**config.mk**
```make
export PLATFORM = sky130hd
export DESIGN_NAME = mem_dbus_master_flat
export DESIGN_NICKNAME = d
export VERILOG_FILES = /design/src/rtl/mem_dbus_if.sv /design/src/rtl/mem_dbus_master.sv /design/src/flat_wrapper.sv
export SDC_FILE = /design/constraint.sdc
export NUM_CORES = 1
export LEC_CHECK = 0
export BUFFER_PORTS_ARGS = -buffer_cell sky130_fd_sc_hd__buf_2
export CAP_MARGIN = 20
export CORE_ASPECT_RATIO = 1.25
export CORE_MARGIN = 3
export CORE_UTILIZATION = 34
export DETAILED_ROUTE_END_ITERATION = 10
export SLEW_MARGIN = 20
export SYNTH_ARGS = -nofsm -noshare
export SYNTH_HDL_FRONTEND = slang
export SYNTH_SLANG_ARGS = --single-unit
```
**constraint.sdc**
```tcl
create_clock -name clk -period 2.2 [get_ports clk]
set_input_delay 0 -clock clk [delete_from_list [all_inputs] [get_ports clk]]
set_output_delay 0 -clock clk [all_outputs]
set_load 0.01 [all_outputs]
```
**src/rtl/mem_dbus_if.sv**
```systemverilog
// Data-bus bundle between the MEM-stage master and the memory/slave side.
// The request and its qualifiers come from the master; the slave answers with ack and read data.
interface mem_dbus_if;
  logic        req;
  logic        we;
  logic [31:0] addr;
  logic [3:0]  sel;
  logic [31:0] wdata;
  logic        ack;
  logic [31:0] rdata;

  modport master (output req, we, addr, sel, wdata, input ack, rdata);
  modport slave  (input req, we, addr, sel, wdata, output ack, rdata);
endinterface

```
**src/rtl/mem_dbus_master.sv**
```systemverilog
// MEM-stage data-bus master: issues one req/ack access per load/store, stalls the pipeline
// until it completes, and returns aligned, extended load data toward MEM/WB (big-endian lanes).
module mem_dbus_master #(
  parameter int unsigned TIMEOUT_CYCLES = 255
) (
  input  logic        clk,
  input  logic        rst,
  input  logic [5:0]  stall_i,
  input  logic        flush_i,
  input  logic [7:0]  mem_aluop_i,
  input  logic [31:0] mem_addr_i,
  input  logic [31:0] mem_reg2_i,
  input  logic [4:0]  mem_wd_i,
  input  logic        mem_wreg_i,
  input  logic [31:0] mem_wdata_i,
  output logic [4:0]  wb_wd_o,
  output logic        wb_wreg_o,
  output logic [31:0] wb_wdata_o,
  output logic        stallreq_o,
  output logic        ale_o,
  output logic        ase_o,
  output logic        bus_err_o,
  mem_dbus_if.master  dbus
);

  localparam logic [7:0] OP_LB  = 8'b1110_0000;
  localparam logic [7:0] OP_LH  = 8'b1110_0001;
  localparam logic [7:0] OP_LW  = 8'b1110_0011;
  localparam logic [7:0] OP_LBU = 8'b1110_0100;
  localparam logic [7:0] OP_LHU = 8'b1110_0101;
  localparam logic [7:0] OP_SB  = 8'b1110_1000;
  localparam logic [7:0] OP_SH  = 8'b1110_1001;
  localparam logic [7:0] OP_SW  = 8'b1110_1011;
  localparam logic [7:0] TO_LAST = 8'(TIMEOUT_CYCLES - 1);

  typedef enum logic [1:0] {S_IDLE = 2'd0, S_BUSY = 2'd1, S_DONE = 2'd2, S_ABORT = 2'd3} state_e;

  state_e      state_q, state_d;
  logic [7:0]  cnt_q, cnt_d;
  logic        req_q, req_d;
  logic        we_q, we_d;
  logic [31:0] addr_q, addr_d;
  logic [3:0]  sel_q, sel_d;
  logic [31:0] wdata_q, wdata_d;
  logic [31:0] rdata_q, rdata_d;
  logic        bus_err_q, bus_err_d;
  logic [7:0]  op_q, op_d;
  logic [1:0]  lo_q, lo_d;
  logic        to_q, to_d;

  logic        is_load, is_store, mis;
  logic [3:0]  sel_new;
  logic [31:0] wdata_new;
  logic        unused_stall_bits;

  assign unused_stall_bits = ^{stall_i[5], stall_i[3:0]};

  // Pick the addressed byte/half out of the big-endian word and extend it.
  function automatic logic [31:0] load_data(input logic [7:0] op, input logic [1:0] lo,
                                            input logic [31:0] d);
    logic [7:0]  b;
    logic [15:0] h;
    case (lo)
      2'b00:   b = d[31:24];
      2'b01:   b = d[23:16];
      2'b10:   b = d[15:8];
      default: b = d[7:0];
    endcase
    h = lo[1] ? d[15:0] : d[31:16];
    case (op)
      OP_LB:   load_data = {{24{b[7]}}, b};
      OP_LBU:  load_data = {24'h00_0000, b};
      OP_LH:   load_data = {{16{h[15]}}, h};
      OP_LHU:  load_data = {16'h0000, h};
      OP_LW:   load_data = d;
      default: load_data = 32'h0000_0000;
    endcase
  endfunction

  // Decode the op into direction, alignment fault, byte enables and replicated store data.
  always_comb begin
    is_load   = 1'b0;
    is_store  = 1'b0;
    mis       = 1'b0;
    sel_new   = 4'b0000;
    wdata_new = 32'h0000_0000;
    case (mem_aluop_i)
      OP_LB, OP_LBU: begin
        is_load = 1'b1;
        sel_new = 4'b1000 >> mem_addr_i[1:0];
      end
      OP_LH, OP_LHU: begin
        is_load = 1'b1;
        mis     = mem_addr_i[0];
        sel_new = mem_addr_i[1] ? 4'b0011 : 4'b1100;
      end
      OP_LW: begin
        is_load = 1'b1;
        mis     = |mem_addr_i[1:0];
        sel_new = 4'b1111;
      end
      OP_SB: begin
        is_store  = 1'b1;
        sel_new   = 4'b1000 >> mem_addr_i[1:0];
        wdata_new = {4{mem_reg2_i[7:0]}};
      end
      OP_SH: begin
        is_store  = 1'b1;
        mis       = mem_addr_i[0];
        sel_new   = mem_addr_i[1] ? 4'b0011 : 4'b1100;
        wdata_new = {2{mem_reg2_i[15:0]}};
      end
      OP_SW: begin
        is_store  = 1'b1;
        mis       = |mem_addr_i[1:0];
        sel_new   = 4'b1111;
        wdata_new = mem_reg2_i;
      end
      default: begin
        is_load = 1'b0;
      end
    endcase
  end

  // Next-state and pipeline-facing outputs of the transfer FSM.
  always_comb begin
    state_d    = state_q;
    cnt_d      = cnt_q;
    req_d      = req_q;
    we_d       = we_q;
    addr_d     = addr_q;
    sel_d      = sel_q;
    wdata_d    = wdata_q;
    rdata_d    = rdata_q;
    bus_err_d  = 1'b0;
    op_d       = op_q;
    lo_d       = lo_q;
    to_d       = to_q;
    stallreq_o = 1'b0;
    ale_o      = 1'b0;
    ase_o      = 1'b0;
    wb_wd_o    = mem_wd_i;
    wb_wreg_o  = mem_wreg_i;
    wb_wdata_o = mem_wdata_i;
    case (state_q)
      S_IDLE: begin
        if (is_load || is_store) begin
          wb_wreg_o = 1'b0;
          if (mis) begin
            ale_o = is_load;
            ase_o = is_store;
          end else if (!flush_i) begin
            stallreq_o = 1'b1;
            state_d    = S_BUSY;
            req_d      = 1'b1;
            we_d       = is_store;
            addr_d     = {mem_addr_i[31:2], 2'b00};
            sel_d      = sel_new;
            wdata_d    = wdata_new;
            cnt_d      = 8'd0;
            op_d       = mem_aluop_i;
            lo_d       = mem_addr_i[1:0];
            to_d       = 1'b0;
          end else begin
            state_d = S_IDLE;
          end
        end else begin
          state_d = S_IDLE;
        end
      end
      S_BUSY: begin
        stallreq_o = 1'b1;
        wb_wreg_o  = 1'b0;
        // A coincident flush loses to ack; the DONE state then sees the flush.
        if (dbus.ack) begin
          rdata_d = dbus.rdata;
          req_d   = 1'b0;
          state_d = S_DONE;
        end else if (cnt_q == TO_LAST) begin
          bus_err_d = 1'b1;
          req_d     = 1'b0;
          rdata_d   = 32'h0000_0000;
          to_d      = 1'b1;
          state_d   = S_DONE;
        end else if (flush_i) begin
          cnt_d   = cnt_q + 8'd1;
          state_d = S_ABORT;
        end else begin
          cnt_d = cnt_q + 8'd1;
        end
      end
      S_DONE: begin
        if (!we_q) begin
          wb_wdata_o = load_data(op_q, lo_q, rdata_q);
          wb_wreg_o  = mem_wreg_i & ~to_q;
        end else begin
          wb_wreg_o = 1'b0;
        end
        if (!stall_i[4] || flush_i) begin
          state_d = S_IDLE;
        end else begin
          state_d = S_DONE;
        end
      end
      S_ABORT: begin
        stallreq_o = 1'b1;
        wb_wreg_o  = 1'b0;
        if (dbus.ack || (cnt_q == TO_LAST)) begin
          req_d   = 1'b0;
          state_d = S_IDLE;
        end else begin
          cnt_d = cnt_q + 8'd1;
        end
      end
      default: begin
        req_d   = 1'b0;
        state_d = S_IDLE;
      end
    endcase
  end

  // State and bus-facing registers.
  always_ff @(posedge clk) begin
    if (rst) begin
      state_q   <= S_IDLE;
      cnt_q     <= 8'd0;
      req_q     <= 1'b0;
      we_q      <= 1'b0;
      addr_q    <= 32'h0000_0000;
      sel_q     <= 4'b0000;
      wdata_q   <= 32'h0000_0000;
      rdata_q   <= 32'h0000_0000;
      bus_err_q <= 1'b0;
      op_q      <= 8'h00;
      lo_q      <= 2'b00;
      to_q      <= 1'b0;
    end else begin
      state_q   <= state_d;
      cnt_q     <= cnt_d;
      req_q     <= req_d;
      we_q      <= we_d;
      addr_q    <= addr_d;
      sel_q     <= sel_d;
      wdata_q   <= wdata_d;
      rdata_q   <= rdata_d;
      bus_err_q <= bus_err_d;
      op_q      <= op_d;
      lo_q      <= lo_d;
      to_q      <= to_d;
    end
  end

  assign bus_err_o  = bus_err_q;
  assign dbus.req   = req_q;
  assign dbus.we    = we_q;
  assign dbus.addr  = addr_q;
  assign dbus.sel   = sel_q;
  assign dbus.wdata = wdata_q;

endmodule

```
**src/flat_wrapper.sv**
```systemverilog
// flat-port wrapper written by rule: the top's interface ports become plain ports
module mem_dbus_master_flat 
#(
  parameter int unsigned TIMEOUT_CYCLES = 255
)
  (clk, rst, stall_i, flush_i, mem_aluop_i, mem_addr_i, mem_reg2_i, mem_wd_i, mem_wreg_i, mem_wdata_i, wb_wd_o, wb_wreg_o, wb_wdata_o, stallreq_o, ale_o, ase_o, bus_err_o, dbus_req, dbus_we, dbus_addr, dbus_sel, dbus_wdata, dbus_ack, dbus_rdata);
  mem_dbus_if dbus_i ();
  input  logic clk;
  input  logic rst;
  input  logic [5:0] stall_i;
  input  logic flush_i;
  input  logic [7:0] mem_aluop_i;
  input  logic [31:0] mem_addr_i;
  input  logic [31:0] mem_reg2_i;
  input  logic [4:0] mem_wd_i;
  input  logic mem_wreg_i;
  input  logic [31:0] mem_wdata_i;
  output logic [4:0] wb_wd_o;
  output logic wb_wreg_o;
  output logic [31:0] wb_wdata_o;
  output logic stallreq_o;
  output logic ale_o;
  output logic ase_o;
  output logic bus_err_o;
  output wire logic [$bits(dbus_i.req)-1:0] dbus_req;
  output wire logic [$bits(dbus_i.we)-1:0] dbus_we;
  output wire logic [$bits(dbus_i.addr)-1:0] dbus_addr;
  output wire logic [$bits(dbus_i.sel)-1:0] dbus_sel;
  output wire logic [$bits(dbus_i.wdata)-1:0] dbus_wdata;
  input wire logic [$bits(dbus_i.ack)-1:0] dbus_ack;
  input wire logic [$bits(dbus_i.rdata)-1:0] dbus_rdata;
  assign dbus_req = dbus_i.req;
  assign dbus_we = dbus_i.we;
  assign dbus_addr = dbus_i.addr;
  assign dbus_sel = dbus_i.sel;
  assign dbus_wdata = dbus_i.wdata;
  assign dbus_i.ack = dbus_ack;
  assign dbus_i.rdata = dbus_rdata;
  mem_dbus_master #(.TIMEOUT_CYCLES(TIMEOUT_CYCLES)) u_core (.clk(clk), .rst(rst), .stall_i(stall_i), .flush_i(flush_i), .mem_aluop_i(mem_aluop_i), .mem_addr_i(mem_addr_i), .mem_reg2_i(mem_reg2_i), .mem_wd_i(mem_wd_i), .mem_wreg_i(mem_wreg_i), .mem_wdata_i(mem_wdata_i), .wb_wd_o(wb_wd_o), .wb_wreg_o(wb_wreg_o), .wb_wdata_o(wb_wdata_o), .stallreq_o(stallreq_o), .ale_o(ale_o), .ase_o(ase_o), .bus_err_o(bus_err_o), .dbus(dbus_i));
endmodule
```
# Word-level counts from Yosys, hierarchy flattened
# Cells that the tools add are included.
totals:
  word_cells: 128
  inputBits: 152
  regBits: 122
classes:
  n_mux: 56
  n_reduce_logical: 23
  add_sub_neg: 1
  shift: 1
  n_bitwise: 5
  n_eq_ne: 30
ops:
  columns: ["cell", "count"]
  rows:
  - ["$pmux 32 s5", 1]
  - ["$mux 32", 4]
  - ["$eq 8x8->1 const B", 14]
  - ["$pmux 32 s3", 1]
  - ["$mux 8", 6]
  - ["$pmux 8 s3", 2]
  - ["$mux 1", 26]
  - ["$mux 16", 1]
  - ["$mux 2", 7]
  - ["$pmux 4 s3", 1]
  - ["$reduce_and 6->1", 2]
  - ["$reduce_or 3->1", 4]
  - ["$ne 2x2->1 const B", 5]
  - ["$add 8x1->8 const B", 1]
  - ["$pmux 2 s4", 1]
  - ["$reduce_and 7->1", 1]
  - ["$eq 2x2->1 const B", 3]
  - ["$ne 2x1->1 const B", 3]
  - ["$pmux 1 s2", 3]
  - ["$pmux 1 s3", 2]
  - ["$reduce_or 2->1", 3]
  - ["$reduce_or 5->1", 1]
  - ["$eq 2x1->1 const B", 2]
  - ["$logic_not 2->1", 2]
  - ["14 further kinds", 20]

# Depth between registers and ports, before layout
# Gate-level depths: netlist (run 1).
depth:
  ltp_word: 6
  ltp_mapped: 8
  depth_no_buf: 7

# Worst setup path after synthesis (run 1)
# No wires, ideal clock.
synth_timing:
  kind: "register -> register"
  from: "register u_core.cnt_q[0]"
  to: "register u_core.cnt_q[6]"
  period_less_slack_ns: 1.927
  arrival_ns: 1.852
  path_slack_ns: 0.273
  stages_incl_launch_ff: 9
  path_cell_list: "dfxtp_1 inv_1 ha_1 and3_4 a211oi_4 nor2_2 buf_6 or4_1 a31oi_1"
synth_between:
  elab_chain_len: 4
  elab_cells_between_ends: 10
synth_lines:
  columns: ["element", "line", "rtl"]
  rows:
  - ["start: declaration", "mem_dbus_master.sv:39", "logic [7:0] cnt_q, cnt_d;"]
  - ["start signal: assignment", "mem_dbus_master.sv:239", "cnt_q <= cnt_d;"]
  - ["$add 8x1->8 or $eq 8x8->1 (tied branches)", null, null]
  - ["$mux 8 or $logic_or 1x1->1 (tied branches)", "mem_dbus_master.sv:179, mem_dbus_master.sv:208", null]
  - ["$mux 8 or $ne 2x2->1 (tied branches)", null, null]
  - ["$pmux 8 s3 or $reduce_and 7->1 (tied branches)", null, null]
# Several ways; a longest one is shown, not always the timed one. The select of a mux whose other input is x is not followed.
# A chain may end at the register's enable or synchronous reset.

# Worst setup path after layout (run 1)
layout_timing:
  from: "register u_core.lo_q[1]"
  to: "output wb_wdata_o[30]"
layout_between:
  elab_chain_len: 5
  elab_cells_between_ends: 8
layout_lines:
  columns: ["element", "line", "rtl"]
  rows:
  - ["start: declaration", "mem_dbus_master.sv:48", "logic [1:0] lo_q, lo_d;"]
  - ["start signal: assignment", "mem_dbus_master.sv:248", "lo_q <= lo_d;"]
  - ["$eq 2x2->1 (tied with other cells)", "mem_dbus_master.sv:63", "case (lo)"]
  - ["$pmux 8 s3", "mem_dbus_master.sv:63", null]
  - ["$pmux 32 s5 (*)", "mem_dbus_master.sv:70", "case (op)"]
  - ["$mux 32 (*)", "mem_dbus_master.sv:193", "if (!we_q) begin"]
  - ["$mux 32 (*)", "mem_dbus_master.sv:145", "case (state_q)"]
  - ["end: declaration", "flat_wrapper.sv:20", "output logic [31:0] wb_wdata_o;"]
# Every way passes the cells marked *; elsewhere a longest branch is shown, timed or not.

==> results of run 1 <==
[worst max-delay path, cell delays in order (launching register included)]
cell	delay, ps
dfxtp_4	380
mux4_2	540
mux2i_4	190
nor4_4	70
buf_12	170
a221o_1	260
buf_2	140
[synthesized netlist by cell type (13+ instances only)]
cell type	number
o31ai_1	26
nand3b_1	29
nand3_1	14
nor2b_1	13
a221o_1	16
dfxtp_1	122
nand2_1	94
nor2_1	69
o21ai_0	20
buf_2	23
a22oi_1	48
clkbuf_1	35
a21oi_1	62
[layout make-up]
cell class / instances / area, sq um / area share
multi-input cells: 518 / 3230 / 0.355
flip-flops and latches: 122 / 2450 / 0.269
clock buffers: 19 / 443 / 0.0487
clock inverters: 12 / 126 / 0.0139
repair buffers: 376 / 2530 / 0.278
inverters: 10 / 37.5 / 0.00413
well taps: 220 / 275 / 0.0303
[placed cells by master (no fill, tap or decap), types with 3 or more instances in the layout]
cell           count
buf_2            246
dfxtp_1          120
nand2_1           94
dlygate4sd3_1     94
nor2_1            69
a21oi_1           62
a22oi_1           48
nand3b_1          29
buf_4             28
o31ai_1           26
o21ai_0           19
clkbuf_16         18
a221o_1           16
nand3_1           14
nor2b_1           13
mux2i_1           12
nor3b_1           10
inv_1              8
o211ai_1           8
a31o_2             8
mux2_2             5
o22ai_1            5
clkinvlp_4         5
buf_12             5
nor3_1             4
and2_1             4
or4_1              4
a31oi_1            4
clkinv_2           4
nand4_1            3
a221oi_2           3
a222oi_1           3
a2bb2oi_1          3
and3_1             3
[worst min path at each step]
stage / start / slack [ps] / endpoint
floorplan: mem_aluop_i[3] / 50 / ale_o
global placement: mem_wd_i[2] / 0.07 / wb_wd_o[2]
detailed placement: mem_wd_i[2] / 0.07 / wb_wd_o[2]
CTS: mem_wd_i[2] / 0.07 / wb_wd_o[2]
global route: mem_wd_i[1] / 0.02 / wb_wd_o[1]
finish: mem_wd_i[1] / 0.004 / wb_wd_o[1]
[cell families (layout without fill, tap and decap cells)]
| family | after synthesis | after routing |
|---|---|---|
| mux | 19 | 19 |
| buf+inv | 81 | 417 |
| simple gates | 268 | 268 |
| flops | 122 | 122 |
| compound gates | 227 | 227 |
| other cells | 1 | 2 |
| fa+ha+maj | 2 | 2 |
[power by group]
part | switching, mW | internal, mW
clock network | 0.990 | 1.68
registers | 0.00507 | 2.22
logic | 0.253 | 0.308
total | 1.25 | 4.20
[stage by stage]
| stage | power [mW] | TNS [ps] |
|---|---|---|
| after floorplan | 2.48 | 0 |
| after global placement | 2.69 | 0 |
| after detailed placement | 2.69 | 0 |
| after CTS | 5.52 | 0 |
| after global routing | 5.69 | -118 |
| final | 5.45 | 0 |
[per-layer routing]
layer | track usage | vias up
met1 | 0.247 | 3025
met4 | 0.0863 | 2
met3 | 0.0656 | 46
li1 | - | 3278
met2 | 0.373 | 295
met5 | 0 | -
[registers in the layout, summed over array words and instances, names as in the netlist]
| name | flops |
|---|---|
| u_core.bus_err_o | 1 |
| u_core.op_q | 8 |
| u_core.lo_q | 2 |
| u_core.to_q | 1 |
| u_core.dbus.sel | 4 |
| u_core.rdata_q | 32 |
| u_core.dbus.addr | 30 |
| u_core.cnt_q | 8 |
| u_core.dbus.we | 1 |
| u_core.dbus.req | 1 |
| u_core.state_q | 2 |
| u_core.dbus.wdata | 32 |
[repair_timing]
item / CTS / global route
setup endpoints to repair: 24 / 33
resized for setup: 3 / 9
pin swaps: 2 / 6
hold endpoints to repair: 102 / 0
gates cloned: 0 / 2
hold buffers: 94 / 0
setup buffers: 3 / 4
==> impl_results.md, run 1 <==
* HPWL after detailed placement at 15.2 mm
* Sequential-to-total area share from yosys stat at 0.406
* Fmax at 464 MHz
* Die W at 125 um
* Clk_skew at 10.6 ps
* Maximum clock path buffer count at 2
* Total global routing overflow at 0
* Met3 WL at 1.66 mm
* Count of warnings emitted by yosys at 0
* Clk Latency, worst-skew pair at 410 ps
* Fraction of layout cells with a size suffix above 1 at 0.329
* Total routed wirelength at 21.8 mm
* Worst hold slack after final layout at 0.00447 ps
* Clock transition at the registers of the reported paths at 50 ps
* Commonest register cell after synthesis: dfxtp_1
* Maximum fanout count along the critical path at 16
* Antenna cells at 0
* Classification of the worst setup path: reg -> out
* Starting density of the core at 0.352
* Num Clock Sinks at 122
* Post-route worst setup slack at 42.5 ps
* Fraction of the core area covered by cells at the end of the flow at 0.531
* Inserted Clock Buffers at 17
* Post-synthesis share of cell area spent on and, or, nand and nor gates at 0.225
* Via density per instance at 5.20
* Ports at 264
* Part of the cycle the worst path needs at 0.981
* Relative slew slack at 0.638
* Die footprint at 0.0193 sq mm
* Number of violations reported at the end of detailed-routing iteration 0 at 420
* Cell Area, Placed at 0.00743 sq mm
* Area added between synthesis and finish at 51.1%
* Pleak at 3.82 nW
* Met1 WL at 8.64 mm
* Vias after detailed routing at 6646
* Initial antenna violation count at 1
* Class of the tightest hold or removal check: in -> out
* Main area contributors after synthesis: dfxtp_1 41%, a22oi_1 6.0%, nand2_1 5.9%
* Antenna-violating nets left at 0
* Count of flip-flops with a built-in enable after synthesis at 0
* Kind of start point of the critical path: flop
* Hold Path Depth at 0
* Number of max-cap violations at 0
* P per Cell Area at 600 mW/mm^2
* FF-to-FF setup slack at 160 ps
* End point of the critical path: wb_wdata_o[30]
* Main combinational cell family by area after synthesis: compound AO/OA/AOI/OAI gates
* Num rows at 53
* Fill cells at 1667
* Number of cells in the finished layout apart from fillers at 1277
* Met2 layer wire length in the routed design at 10.8 mm
* Library cells used by synthesis at 68
* Synth Register Bits at 122
* Final net count at 1199
* Total track usage at 0.215
* RSZ-0062 raised after global routing: yes
* Cell count of the worst reg-to-reg path at 7
* First drt pass iteration count at 5
* Placeable Area at 0.0171 sq mm
* Gate count of the mapped netlist at 720
* Area share of the largest cell type after synthesis at 0.406
* Gp weighted congestion at 0.853
* Critical Path Sink Type: output port
* Worst ir drop on vdd at 0.423 mV
* Global-route wire length before repair at 33.8 mm
* Drt wl/cell at 17.0 um
* Startpoint of the most critical setup path: u_core.lo_q[1]
* Min cycle time layout at 2160 ps
* Post-Place Setup Slack at 197 ps
* Status: finished clean
* H-Tree Level Count at 4
* Startpoint of the worst register-to-register path: u_core.cnt_q[0]
* Pin count of the biggest net entering global routing at 59
* Synthesized area divided by synthesized cell count at 8.36 sq um
* TritonCTS clock tree: yes
* Via count of the first global-routing pass at 6405
* Area share of fa/ha/maj cells after synthesis at 0.00416
* Finished layout cell area at 0.00909 sq mm
* DP Cell Count at 1144
* Required time at the endpoint of the critical path at 2200 ps
* Vertical die dimension at 155 um
* Share of the synthesized netlist area taken by xor and xnor gates at 0
* Data arrival at the endpoint of the critical path at 2160 ps
* Critical register-to-register path endpoint: u_core.cnt_q[3]
* Mux share of post-synthesis cell area at 0.0368
* Synthesized-area fraction occupied by ao, oa, aoi and oai cells at 0.264
* Pins over their slew limit at 0
* Final Hold Fails at 0
* Number of I/O port buffers at 246
* Cell taking the most area after synthesis: dfxtp_1
* Actual transition at the worst max-transition pin at 541 ps
* DR DRC count at 0
* Setup violators final at 0
* Netlist area before placement at 0.00602 sq mm
* Uppermost metal layer occupied by signal nets: met5
* Root buffer cell: clkbuf_16
* Async set-reset flop share out of synthesis at 0
Note: power is estimated with default switching activity, not from simulation.
==> run 2, diff against run 1 <==
--- a/config.mk
+++ b/config.mk
@@ -10,7 +10,9 @@
 export CORE_ASPECT_RATIO = 1.25
 export CORE_MARGIN = 3
 export CORE_UTILIZATION = 34
+export CTS_CLUSTER_SIZE = 40
 export DETAILED_ROUTE_END_ITERATION = 10
+export MAX_ROUTING_LAYER = met4
 export SLEW_MARGIN = 20
 export SYNTH_ARGS = -nofsm -noshare
 export SYNTH_HDL_FRONTEND = slang
==> run 2 against run 1 <==
Compared with the run above: register-to-register slack about the same; maximum frequency about the same; critical path depth unchanged; power about the same; critical endpoint unchanged.
==> impl_results.md, run 2 (same netlist as run 1, synthesis figures left out) <==
* Min cycle time layout at 2160 ps
* Antenna-violating nets left at 0
* P per Cell Area at 599 mW/mm^2
* Worst hold slack after final layout at 0.00447 ps
* Via count of the first global-routing pass at 6409
* Inserted Clock Buffers at 17
* Status: finished clean
* Fmax at 464 MHz
* Num Clock Sinks at 122
* Area added between synthesis and finish at 51.2%
* Number of I/O port buffers at 246
* Ports at 264
* Post-route worst setup slack at 43.7 ps
* Critical Path Sink Type: output port
* Clk Latency, worst-skew pair at 410 ps
* Leading cell type in the layout, fill and taps excluded: buf_2
* Post-Place Setup Slack at 197 ps
* Global-route wire length before repair at 33.8 mm
* Die footprint at 0.0193 sq mm
* Starting density of the core at 0.352
* Relative slew slack at 0.622
* Final Hold Fails at 0
* Maximum clock path buffer count at 2
* DR DRC count at 0
* Fraction of the core area covered by cells at the end of the flow at 0.532
* Total global routing overflow at 0
* Total power at 5.45 mW
* Total track usage at 0.222
* Initial antenna violation count at 1
* Vertical die dimension at 155 um
* Num rows at 53
* First drt pass iteration count at 4
* Fraction of layout cells with a size suffix above 1 at 0.329
* Die W at 125 um
* TritonCTS clock tree: yes
* Classification of the worst setup path: reg -> out
* Number of cells in the finished layout apart from fillers at 1280
* Pins over their slew limit at 0
* Setup violators final at 0
* Multi-input gate area at 0.00323 sq mm
* Top library cells by usage in the layout, fill and taps aside: 246 x buf_2, 120 x dfxtp_1, 94 x nand2_1, 94 x dlygate4sd3_1, 69 x nor2_1
* Gp weighted congestion at 0.867
* Final net count at 1199
* Number of violations reported at the end of detailed-routing iteration 0 at 448
* Worst ir drop on vdd at 0.426 mV
* Part of the cycle the worst path needs at 0.980
* Clk_skew at 9.66 ps
* Vias after detailed routing at 6612
* Number of max-cap violations at 0
* H-Tree Level Count at 4
* Class of the tightest hold or removal check: in -> out
* Cell Area, Placed at 0.00743 sq mm
* Pin count of the biggest net entering global routing at 59
* Kind of start point of the critical path: flop
* Data arrival at the endpoint of the critical path at 2160 ps
* Drt wl/cell at 17.1 um
* Maximum fanout count along the critical path at 16
* Total routed wirelength at 21.8 mm
* DP Cell Count at 1144
* Pleak at 3.82 nW
* Fill cells at 1664
* Root buffer cell: clkbuf_16
* Area taken by flip-flops and latches at 0.00245 sq mm
* Clock transition at the registers of the reported paths at 50 ps
* Placeable Area at 0.0171 sq mm
* RSZ-0062 raised after global routing: yes
* Post-Route Setup TNS at 0 ps
* HPWL after detailed placement at 15.2 mm
* Finished layout cell area at 0.00910 sq mm
* Via density per instance at 5.17
* Actual transition at the worst max-transition pin at 565 ps
* Required time at the endpoint of the critical path at 2200 ps
==> run 2: changes by cell type in the layout (fill, tap and decap cells not counted) <==
cell / change
and2_0: -1
and2_1: +1
diode_2: +3
==> run 2: layout make-up <==
cell class                      instances  share of cell area
Antenna cell                            3            0.000825
Clock buffer                           19              0.0487
Clock inverter                         12              0.0139
Inverter                               10             0.00413
Multi-Input combinational cell        518               0.355
Sequential cell                       122               0.269
Tap cell                              220              0.0303
Timing Repair Buffer                  376               0.278
==> run 2: worst max-delay path, cell delays in order, from the launching register on <==
cell     delay, ps
dfxtp_4        380
mux4_2         540
mux2i_4        190
nor4_4          70
buf_12         170
a221o_1        260
buf_2          140
==> run 2: metal layers <==
metal / vias to the layer above / global-route usage / wire length (um)
li1: 3285 / - / -
met1: 2989 / 0.253 / 8800
met2: 292 / 0.372 / 10800
met3: 46 / 0.0584 / 1550
met4: 0 / 0.0863 / 689
met5: - / - / 0
==> run 2: worst paths after layout <==
check | from | end | slack [ps] | cells past startpoint
hold reg to reg | u_core.dbus.addr[15] | u_core.dbus.addr[15] | 450 | 2
setup / recovery | u_core.lo_q[1] | wb_wdata_o[30] | 40 | 6
hold / removal | mem_wd_i[1] | wb_wd_o[1] | 0.004 | 0
setup reg to reg | u_core.cnt_q[0] | u_core.cnt_q[3] | 170 | 7
==> run 2: timing repair <==
action	4_1_cts	5_1_grt
cloned	0	2
pin swaps	2	7
endpoints found under the setup margin	24	33
hold endpoints to repair	102	0
gates resized for setup	3	10
hold buffers	94	0
buffers inserted	3	4
==> run 2: power breakdown <==
| group | leakage [nW] | switching (mW) | internal [mW] |
|---|---|---|---|
| clock | 0.267 | 0.990 | 1.68 |
| sequential | 0.984 | 0.00507 | 2.22 |
| combinational | 2.57 | 0.253 | 0.308 |
| total | 3.82 | 1.25 | 4.20 |
==> run 3, diff against run 2 <==
--- a/config.mk
+++ b/config.mk
@@ -13,6 +13,7 @@
 export CTS_CLUSTER_SIZE = 40
 export DETAILED_ROUTE_END_ITERATION = 10
 export MAX_ROUTING_LAYER = met4
+export PLACE_DENSITY_LB_ADDON = 0.2
 export SLEW_MARGIN = 20
 export SYNTH_ARGS = -nofsm -noshare
 export SYNTH_HDL_FRONTEND = slang
==> run 3 against run 2 <==
Compared with the run above: clock-buffer cell count is 4 higher; combinational power is 1% lower; sequential share of layout area is 0.18 points higher; global-route usage is 0.54 points lower; power is 0.36% lower; sequential power hardly changed; utilization is 0.34 points lower; cell area is 0.65% lower; wire length is 2.5% lower; cell count is 0.47% lower.
==> impl_results.md, run 3 (same netlist as run 1, synthesis figures left out) <==
* Maximum clock path buffer count at 2
* Ports at 264
* Die footprint at 0.0193 sq mm
* Num Clock Sinks at 122
* Startpoint of the worst register-to-register path: u_core.cnt_q[0]
* Placeable Area at 0.0171 sq mm
* Pin count of the biggest net entering global routing at 63
* Critical register-to-register path endpoint: u_core.cnt_q[3]
* Hold EP: wb_wd_o[2]
* Data arrival at the endpoint of the critical path at 2140 ps
* Clk_skew at 12.3 ps
* Critical Path Sink Type: output port
* Actual transition at the worst max-transition pin at 625 ps
* Total routed wirelength at 21.3 mm
* Root buffer cell: clkbuf_16
* Drt wl/cell at 16.7 um
* DP Cell Count at 1141
* Vias after detailed routing at 6588
* Pleak at 3.80 nW
* Total global routing overflow at 0
* Min cycle time layout at 2140 ps
* Final Hold Fails at 0
* Total track usage at 0.216
* Number of I/O port buffers at 246
* Kind of start point of the critical path: flop
* Relative slew slack at 0.582
* Cell count of the worst reg-to-reg path at 7
* Antenna-violating nets left at 0
* Post-route worst setup slack at 55.3 ps
* First drt pass iteration count at 4
* Vertical die dimension at 155 um
* Pins over their slew limit at 0
* Required time at the endpoint of the critical path at 2200 ps
* H-Tree Level Count at 4
* Cell family contributing the most delay on the critical path: multiplexers
* Crit path cell chain: mux4_2 > mux2i_4 > nor4_4 > buf_12 > a221o_1 > buf_2
* Via density per instance at 5.17
* Part of the cycle the worst path needs at 0.975
* Fill cells at 1643
* Fraction of layout cells with a size suffix above 1 at 0.324
* Clk Latency, worst-skew pair at 410 ps
* Final net count at 1196
* RSZ-0062 raised after global routing: yes
* Leading cell type in the layout, fill and taps excluded: buf_2
* Antenna cells at 0
* Crit-path max cell delay at 560 ps
* Class of the tightest hold or removal check: in -> out
* TritonCTS clock tree: yes
* Classification of the worst setup path: reg -> out
* Maximum fanout count along the critical path at 16
* Num rows at 53
* Post-Place Setup Slack at 204 ps
* Fmax at 466 MHz
* P per Cell Area at 601 mW/mm^2
* DR DRC count at 0
* Number of cells in the finished layout apart from fillers at 1274
* Die W at 125 um
* Hold Path Depth at 0
* HPWL after detailed placement at 14.9 mm
* Global-route wire length before repair at 33.0 mm
* FF-to-FF setup slack at 200 ps
* Gp weighted congestion at 0.938
* Starting density of the core at 0.352
* Worst hold path startpoint: mem_wd_i[2]
* Top library cells by usage in the layout, fill and taps aside: 245 x buf_2, 120 x dfxtp_1, 94 x nand2_1
* Number of violations reported at the end of detailed-routing iteration 0 at 374
* Initial antenna violation count at 0
* Via count of the first global-routing pass at 6404
* Worst-path cell with the longest stage delay: mux4_2
* Worst ir drop on vdd at 0.402 mV
* Clock transition at the registers of the reported paths at 50 ps
* Inserted Clock Buffers at 17
* Setup violators final at 0
* Buffers & Inverters on Critical Path at 2
* Status: finished clean
* Number of max-cap violations at 0
* Area added between synthesis and finish at 50.2%
==> run 3: changes by cell type in the layout (fill, tap and decap cells not counted), sizes merged <==
cell,change
diode,-3
clkbuf,+4
clkinvlp,-4
buf,-1
dlygate4sd3,-2
==> run 3: worst max path at each step <==
stage,start,to,slack (ps),cells past startpoint
floorplan,u_core.cnt_q[0],u_core.cnt_q[6],270,8
CTS,u_core.op_q[4],wb_wdata_o[15],10,7
global placement,u_core.op_q[4],wb_wdata_o[30],230,5
detailed placement,u_core.op_q[4],wb_wdata_o[16],200,5
global route,u_core.lo_q[1],wb_wdata_o[29],-20,6
finish,u_core.lo_q[1],wb_wdata_o[27],60,6
==> run 3: layout make-up <==
type,instances,area [sq um],area share
clock inverters,8,96.3,0.0107
clock buffers,23,458,0.0507
repair buffers,373,2510,0.278
inverters,10,37.5,0.00415
well taps,220,275,0.0305
multi-input cells,518,3210,0.355
flip-flops and latches,122,2450,0.271
==> run 3: routing by layer <==
layer  routed length (um)  GRT usage
met3                 1210     0.0542
met5                    0          -
met2                11000      0.377
met1                 8460      0.237
met4                  603     0.0842
==> run 3: what timing repair did <==
action                     CTS  global route
setup endpoints to repair   24            33
gates cloned                 0             1
hold buffers                92             0
resized for setup            2            11
buffers inserted             2             8
pin swaps                    2             2
hold endpoints to repair    99             0
==> run 3: metrics by stage <==
stage / hold WS [ps] / utilization / instance area, sq um / power, mW / TNS (ps)
5_1_grt: 0.0163 / 0.528 / 9040 / 5.64 / -172
3_3_place_gp: 0.0686 / 0.433 / 7410 / 2.69 / 0
2_1_floorplan: 47.5 / - / 6020 / 2.48 / 0
6_report: 0.00443 / 0.528 / 9040 / 5.43 / 0
3_5_place_dp: 0.0686 / 0.433 / 7410 / 2.69 / 0
4_1_cts: 0.0686 / 0.522 / 8920 / 5.50 / 0
==> run 3: worst register-to-register path: stages (launching register included) <==
cell and delay, ps:
dfxtp_1 400, inv_1 70, ha_1 190, and3_4 190, a211oi_4 290, nor2_2 140, or4_1 490, a31oi_1 160
==> run 3: where the power goes <==
group	leakage [nW]	internal (mW)	switching, mW
logic	2.55	0.305	0.250
clock network	0.271	1.68	0.973
registers	0.984	2.22	0.00491
total	3.80	4.20	1.23
